$ cat src/rtl/uart_pkg.sv
// Shared UART definitions: FSM states, baud table and divisor helper.
// The PARITY state exists only when UART_TX_PARITY_EN is defined.
package uart_pkg;

   localparam int DATA_BITS = 8;
   localparam int BAUD_4800 = 4800;
   localparam int BAUD_9600 = 9600;
   localparam int BAUD_19200 = 19200;
   localparam int BAUD_38400 = 38400;

`ifdef UART_TX_PARITY_EN
   typedef enum logic [2:0] {
      IDLE, START, DATA, PARITY, STOP
   } state_t;
`else
   typedef enum logic [1:0] {
      IDLE, START, DATA, STOP
   } state_t;
`endif

   // Each branch divides by a constant so no runtime divider is built.
   function automatic int baud_div(input int clk_freq,
                                   input logic [1:0] sel);
      int div;
      unique case (sel)
         2'b00: div = clk_freq / BAUD_4800;
         2'b01: div = clk_freq / BAUD_9600;
         2'b10: div = clk_freq / BAUD_19200;
         2'b11: div = clk_freq / BAUD_38400;
         default: div = clk_freq / BAUD_4800;
      endcase
      return div;
   endfunction

endpackage

$ cat src/rtl/uart_baud_tick.sv
// Loadable down-counter; tick is high while the count sits at zero.
// Shared between the UART transmit and receive paths.
module uart_baud_tick #(
   parameter int DIV_W = 14
) (
   input  logic             clk,
   input  logic             rst,
   input  logic             load,
   input  logic [DIV_W-1:0] load_val,
   output logic             tick
);

   logic [DIV_W-1:0] cnt;

   always_ff @(posedge clk or posedge rst) begin
      if (rst) begin
         cnt <= '0;
      end else if (load) begin
         cnt <= load_val;
      end else if (cnt != '0) begin
         cnt <= cnt - DIV_W'(1);
      end
   end

   assign tick = (cnt == '0);

endmodule

$ cat src/rtl/uart_tx_serializer.sv
// 8N1 UART transmitter, LSB first, valid/ready byte input.
// Define UART_TX_PARITY_EN to append an even-parity bit before STOP.
module uart_tx_serializer
   import uart_pkg::*;
#(
   parameter int CLK_FREQ = 50000000,
   parameter int DIV_W = 14
) (
   input  logic       clk,
   input  logic       rst,
   input  logic [7:0] din,
   input  logic       din_valid,
   output logic       din_ready,
   input  logic [1:0] baud_sel,
   output logic       dout,
   output logic       busy
);

   state_t                 state;
   logic [DATA_BITS-1:0]   shift;
   logic [2:0]             idx;
   logic [DIV_W-1:0]       div_q;
   logic [DIV_W-1:0]       load_val;
   logic                   tick;
   logic                   load;
   logic                   accept;
`ifdef UART_TX_PARITY_EN
   logic                   par;
`endif

   assign accept = din_valid && din_ready;
   // Reload on acceptance and on every bit boundary (state entry).
   assign load = accept || (tick && state != IDLE);
   assign load_val = accept
      ? DIV_W'(baud_div(CLK_FREQ, baud_sel) - 1)
      : div_q - DIV_W'(1);

   uart_baud_tick #(.DIV_W(DIV_W)) u_tick (
      .clk      (clk),
      .rst      (rst),
      .load     (load),
      .load_val (load_val),
      .tick     (tick)
   );

   always_ff @(posedge clk or posedge rst) begin
      if (rst) begin
         state     <= IDLE;
         dout      <= 1'b1;
         din_ready <= 1'b1;
         busy      <= 1'b0;
         shift     <= '0;
         idx       <= '0;
         div_q     <= '0;
`ifdef UART_TX_PARITY_EN
         par       <= 1'b0;
`endif
      end else begin
         unique case (state)
            IDLE: begin
               if (accept) begin
                  state     <= START;
                  dout      <= 1'b0;
                  din_ready <= 1'b0;
                  busy      <= 1'b1;
                  shift     <= din;
                  idx       <= '0;
                  div_q     <= DIV_W'(baud_div(CLK_FREQ, baud_sel));
`ifdef UART_TX_PARITY_EN
                  par       <= ^din;
`endif
               end
            end
            START: begin
               if (tick) begin
                  state <= DATA;
                  dout  <= shift[0];
               end
            end
            DATA: begin
               if (tick) begin
                  idx <= idx + 3'd1;
                  if (idx == 3'd7) begin
`ifdef UART_TX_PARITY_EN
                     state <= PARITY;
                     dout  <= par;
`else
                     state <= STOP;
                     dout  <= 1'b1;
`endif
                  end else begin
                     dout  <= shift[1];
                     shift <= shift >> 1;
                  end
               end
            end
`ifdef UART_TX_PARITY_EN
            PARITY: begin
               if (tick) begin
                  state <= STOP;
                  dout  <= 1'b1;
               end
            end
`endif
            STOP: begin
               if (tick) begin
                  state     <= IDLE;
                  busy      <= 1'b0;
                  din_ready <= 1'b1;
               end
            end
            default: begin
               state <= IDLE;
               dout  <= 1'b1;
            end
         endcase
      end
   end

endmodule

$ cat config.mk
export PLATFORM = sky130hd
export DESIGN_NAME = uart_tx_serializer
export DESIGN_NICKNAME = d
export VERILOG_FILES = /design/src/rtl/uart_pkg.sv /design/src/rtl/uart_baud_tick.sv /design/src/rtl/uart_tx_serializer.sv
export SDC_FILE = /design/constraint.sdc
export NUM_CORES = 1
export LEC_CHECK = 0
export CORE_MARGIN = 1.5
export CORE_UTILIZATION = 50
export CTS_CLUSTER_DIAMETER = 100
export DETAILED_ROUTE_END_ITERATION = 10
export PLACE_DENSITY = 0.69
export SYNTH_ARGS = -nofsm -noshare
export SYNTH_HDL_FRONTEND = slang
export SYNTH_SLANG_ARGS = --single-unit
$ cat constraint.sdc
create_clock -name clk -period 4.62 [get_ports clk]
set_input_delay 0.924 -clock clk [delete_from_list [all_inputs] [get_ports clk]]
set_output_delay 0.924 -clock clk [all_outputs]
set_load 0.1 [all_outputs]
==> Word-level counts from Yosys, hierarchy flattened <==
Cells that the tools add are included.
{ "op_classes": {"addsub": 4, "eq_ne": 13, "muxes": 27, "n_reduce_logical": 18} }
{ "ops": {"columns": ["cell", "n"], "rows": [
  ["case mux 14 bit (4 select lines)", 1],
  ["two-way mux 14 bit", 3],
  ["subtractor 14 x 1 -> 14 bit (second input constant)", 2],
  ["two-way mux 8 bit", 3],
  ["case mux 8 bit (2 select lines)", 1],
  ["logical NOT 14 bit", 1],
  ["nonzero test 14 bit", 1],
  ["subtractor 14 x 2 -> 14 bit (second input constant)", 1],
  ["inequality test 2 bit (second input constant)", 6],
  ["two-way mux 2 bit", 5],
  ["equality test 2 bit (second input constant)", 4],
  ["case mux 2 bit (4 select lines)", 1],
  ["AND reduction 4 bit", 2],
  ["nonzero test 2 bit", 4],
  ["two-way mux 1 bit", 7],
  ["two-way mux 3 bit", 2],
  ["case mux 3 bit (2 select lines)", 1],
  ["AND reduction 3 bit", 2],
  ["AND reduction 5 bit", 1],
  ["equality test 2 x 1 -> 1 bit (second input constant)", 2],
  ["logical NOT 2 bit", 2],
  ["case mux 1 bit (2 select lines)", 2],
  ["adder 3 x 1 -> 3 bit (second input constant)", 1],
  ["equality test 3 bit (second input constant)", 1],
  ["other kinds (5)", 6]
]} }
{ "totals": {"ff_bits": 44, "wordCells": 70} }

==> Depth between registers and ports, before layout <==
{ "depth": {"ltp_word": 5, "mapped_depth": 8} }

==> Hierarchy <==
From an unflattened synthesis, not the netlist that was laid out.
{ "unflattened": {"cells_unflattened": 274, "area_unflattened_um2": 2653.8} }
{ "by_module_without_submodules": {"columns": ["module", "instances", "cells_per_inst", "area_per_inst_um2", "seq_area_each_um2"], "rows": [
  ["uart_tx_serializer", 1, 185, 1764.2, 628.1],
  ["uart_baud_tick", 1, 89, 889.6, 350.3]
]} }

==> Worst setup path before layout <==
No wires, ideal clock.
{ "synth_path": {"path_type": "input to register", "startpoint": "input baud_sel[0]", "endpoint": "register u_tick.cnt[13]", "t_arrival_ps": 2052, "setup_slack_ps": 2482, "cell_stages": 6, "path_cell_list": "inv_1 > ha_1 > clkbuf_1 > and3_1 > and4bb_2 > nor3_1"} }
{ "synth_via": {"elab_chain_len": 5} }
{ "synth_rtl": {"columns": ["element", "line_no", "text"], "rows": [
  ["from (decl)", "uart_tx_serializer.sv:14", "input logic [1:0] baud_sel,"],
  ["equality test 2 bit (tied with other cells)", "uart_pkg.sv:25", "unique case (sel)"],
  ["case mux 14 bit (4 select lines) *", "uart_pkg.sv:25", null],
  ["subtractor 14 x 2 -> 14 bit *", "uart_tx_serializer.sv:35", "? DIV_W'(baud_div(CLK_FREQ, baud_sel) - 1)"],
  ["two-way mux 14 bit *", "uart_tx_serializer.sv:35", null],
  ["two-way mux 14 bit *", "uart_baud_tick.sv:18", "end else if (load) begin"],
  ["to (signal assigned)", "uart_baud_tick.sv:19", "cnt <= load_val;"],
  ["to (signal assigned)", "uart_baud_tick.sv:21", "cnt <= cnt - DIV_W'(1);"],
  ["to (decl)", "uart_baud_tick.sv:13", "logic [DIV_W-1:0] cnt;"]
]} }
Mark *: on every way between the ends. The rest lies on a longest branch, timed or not. The select of a mux whose other input is x is not followed.
A chain may end at the register's enable or synchronous reset.

==> Worst setup path in the final report <==
{ "layout_path": {"startpoint": "register din_ready", "endpoint": "output din_ready"} }
{ "layout_rtl": {"columns": ["element", "line_no", "text"], "rows": [
  ["from (decl)", "uart_tx_serializer.sv:13", "output logic din_ready,"],
  ["from (signal assigned)", "uart_tx_serializer.sv:50", "din_ready <= 1'b1;"],
  ["from (signal assigned)", "uart_tx_serializer.sv:64", "din_ready <= 1'b0;"],
  ["from (signal assigned)", "uart_tx_serializer.sv:109", "din_ready <= 1'b1;"]
]} }
No word-level cell between the ends.

==> flow_summary_export.csv <==
group,metric,value,unit
run_status,outcome,"completed",
timing,rsz0062_at_grt,"no",
synthesis,yosys.area.top_type,"dfrtp_1",
timing,timing.final.hold_violations,0,
timing,finalCritPeriodShare,63.9,%
power_and_ir_drop,pwr-share-comb,5.7,%
routing,drt_pre_antenna_iters,5,
clocking,numCtsBuffers,5,
worst_hold_path,hp-class,"reg2reg",
timing,maxSlewViolCount,0,
clocking,clock_sinks,39,
synthesis,yosysUniqueCellTypes,51,
synthesis,ys_warn_count,0,
synthesis,yosysSeqAreaShare,36.2,%
timing,worst_clock_skew,0.00538,ns
synthesis,syn-num-nets,331,
power_and_ir_drop,internal_power,462,uW
setup_path,path_buf_inv,1,
power_and_ir_drop,leakagePower,1.23,nW
setup_path,critPathKind,"reg2out",
clocking,path_clk_slew,0.08,ns
die,num_rows,26,
grt,grt_antenna_before_repair,0,
timing,max_freq,338,MHz
setup_path,cp_max_fo,7,
power_and_ir_drop,p_sw,148,uW
timing,tightestPinTransition,0.968,ns
timing,relSlewSlack,35.3,%
timing,setup_viol,0,
grt,grt_max_degree,40,
placement,dp_hpwl,4620,um
placement,routabilityCongestion,0.862,
layout,num-fill-cells,476,
clocking,clockBufferDepth,2,
layout,fin_nets,336,
synthesis,syn_avg_cell_area,9.01,sq um
die,die_height,76.5,um
synthesis,ys.flop_type,"dfrtp_1",
grt,grt_remaining_overflow,0,
clocking,cts_tree,"done",
setup_path,cp_slowest_stage_delay,1.14,ns
layout,ff_latch_area,978,sq um
die,io_pins,16,
synthesis,synth_edf_count,0,
setup_path,crit_chain,"clkdlybuf4s50_1",
flow_run,cap_violations,0,
routing,wl,6610,um
setup_path,cp_slowest_cell,"clkdlybuf4s50_1",
synthesis,netlist_area,2700,sq um
layout,layout-drive-gt1-share,10.5,%
die,die_area,5860,sq um
setup_path,cp-end-kind,"primary output",
synthesis,synth_area_leaders,"dfrtp_1 34%, ha_1 8.3%, o21ai_0 4.3%",
placement,dp_cells,368,
power_and_ir_drop,p_per_area,205,nW/um^2
grt,grt_pass1_vias,2212,
layout,area_growth,9.86,%
timing,fin_crit,2.95,ns
grt,grt_usage,24.0,%
die,die_width,76.5,um
setup_path,start_kind,"register",
setup_path,worstPathArrival,2.03,ns
clocking,ctsResizeCount,0,
synthesis,netlist_instances,300,
power_and_ir_drop,switching_share,24.3,%
die,start_util,52.3,%
timing,tns,0,ns
grt,grt_first_pass_wirelength,11200,um
clocking,cts_root_buffer,"clkbuf_8",
clocking,cts_setup_buffers,0,
synthesis,ys_seq_elements,39,
clocking,clock_latency,0.30,ns
routing,drtAntennaViolNets,0,
routing,vias,2334,
layout,antennaDiodeCount,0,
power_and_ir_drop,seq_power_share,55.9,%
routing,drc_errors,0,
layout,multi_input_area,1610,sq um
placement,place_area,2890,sq um
synthesis,ys_async_sr_fraction,100,%
power_and_ir_drop,power_frac_clock,38.4,%
setup_path,critical_path_required,3.70,ns
layout,final_area,2970,sq um
placement,portBuffers,15,
layout,layout.cells.non_filler,376,
routing,drt_iter0_markers,260,
die,core_area,5170,sq um
setup_path,crit_family,"buffers and inverters",
synthesis,yosysTopAreaCellShare,34.2,%
clocking,cts_hold_buf,0,
routing,wl_per_cell,17.6,um
power_and_ir_drop,peakVddDrop,0.115,mV
clocking,h-tree-depth,2,
routing,viasPerCell,6.21,
## registers in the layout, summed over array words and instances (netlist names)
name,count
shift,8
dout,1
din_ready,1
idx,3
state,2
div_q,9
busy,1
u_tick.cnt,14
## layer usage
metal,up-vias,track usage [%],part of all wire (%)
met5,-,0,0
met4,0,7.41,0.95
met3,6,4.43,5.7
met2,67,37.9,48
met1,1135,33.4,45
li1,1126,-,-
## Yosys cell counts, types with 4 or more instances
| library cell | count |
|---|---|
| dfrtp_1 | 37 |
| nor2_1 | 28 |
| o21ai_0 | 23 |
| nor3_1 | 20 |
| ha_1 | 18 |
| clkbuf_1 | 17 |
| nand2_1 | 17 |
| nor4_1 | 11 |
| inv_1 | 10 |
| a21oi_1 | 9 |
| o31a_1 | 9 |
| mux2_2 | 7 |
| nand3_1 | 7 |
| o221a_2 | 6 |
| xnor2_1 | 6 |
| nand4_1 | 5 |
| or4_1 | 5 |
| a31oi_1 | 4 |
| o31ai_1 | 4 |
| or3_1 | 4 |
| xor2_1 | 4 |
## final cells by class
| type | count | share of cell area, % |
|---|---|---|
| Multi-Input combinational cell | 231 | 54.2 |
| Clock buffer | 6 | 2.44 |
| Sequential cell | 39 | 32.9 |
| Inverter | 10 | 1.26 |
| Tap cell | 70 | 2.95 |
| Timing Repair Buffer | 18 | 5.81 |
| Clock inverter | 2 | 0.421 |
## kinds of logic (layout without fill, tap and decap cells)
kind of cell / count (synthesis) / after routing / share of synthesized area [%]
muxes: 10 / 10 / 4.03
and+or+nand+nor: 115 / 115 / 23.7
buffers and inverters: 30 / 36 / 4.30
DFF: 39 / 39 / 36.2
adders and majority gates: 18 / 18 / 8.33
AOI/OAI and AO/OA: 78 / 78 / 20.2
xor gates and xnor gates: 10 / 10 / 3.24
## stage by stage
step | hold WS (ns) | setup WS (ns) | power (mW) | util, %
after floorplan | 0.498 | 2.48 | 0.364 | -
after global placement | 0.515 | 1.80 | 0.382 | 55.8
after detailed placement | 0.536 | 1.75 | 0.383 | 55.8
after CTS | 0.555 | 1.66 | 0.615 | 57.4
after global routing | 0.596 | 1.61 | 0.636 | 57.4
final | 0.556 | 1.67 | 0.610 | 57.4
## worst paths after layout
check,depth (start not counted),endpoint,slack (ns),from
worst max-delay path,1,din_ready,1.67,din_ready
worst min-delay path,2,busy,0.56,busy
worst max register to register,5,shift[6],2.23,state[0]
worst min register to register,2,busy,0.56,busy
max in group asynchronous,3,dout,3.22,rst
min in group asynchronous,3,u_tick.cnt[1],1.04,rst
## power by group through the flow
stage                     Combinational (mW)  Clock, mW  Sequential [mW]
after detailed placement              0.0349          0            0.348
after floorplan                       0.0165          0            0.348
final                                 0.0345      0.234            0.341
after global placement                0.0345          0            0.348
after global routing                  0.0387      0.256            0.341
after CTS                             0.0351      0.239            0.341
## cells in the final DEF, fill, tap and decap left out, types with 4 or more instances in the layout
cell and count:
a21oi_1 9, a31oi_1 4, clkbuf_8 5, clkdlybuf4s50_1 15, dfrtp_1 37, ha_1 18
inv_1 10, mux2_2 7, nand2_1 17, nand3_1 7, nand4_1 5, nor2_1 28
nor3_1 20, nor4_1 11, o21ai_0 23, o221a_2 6, o31a_1 9, o31ai_1 4
or3_1 4, or4_1 5, xnor2_1 6, xor2_1 4
Note: power is estimated with default switching activity, not from simulation.
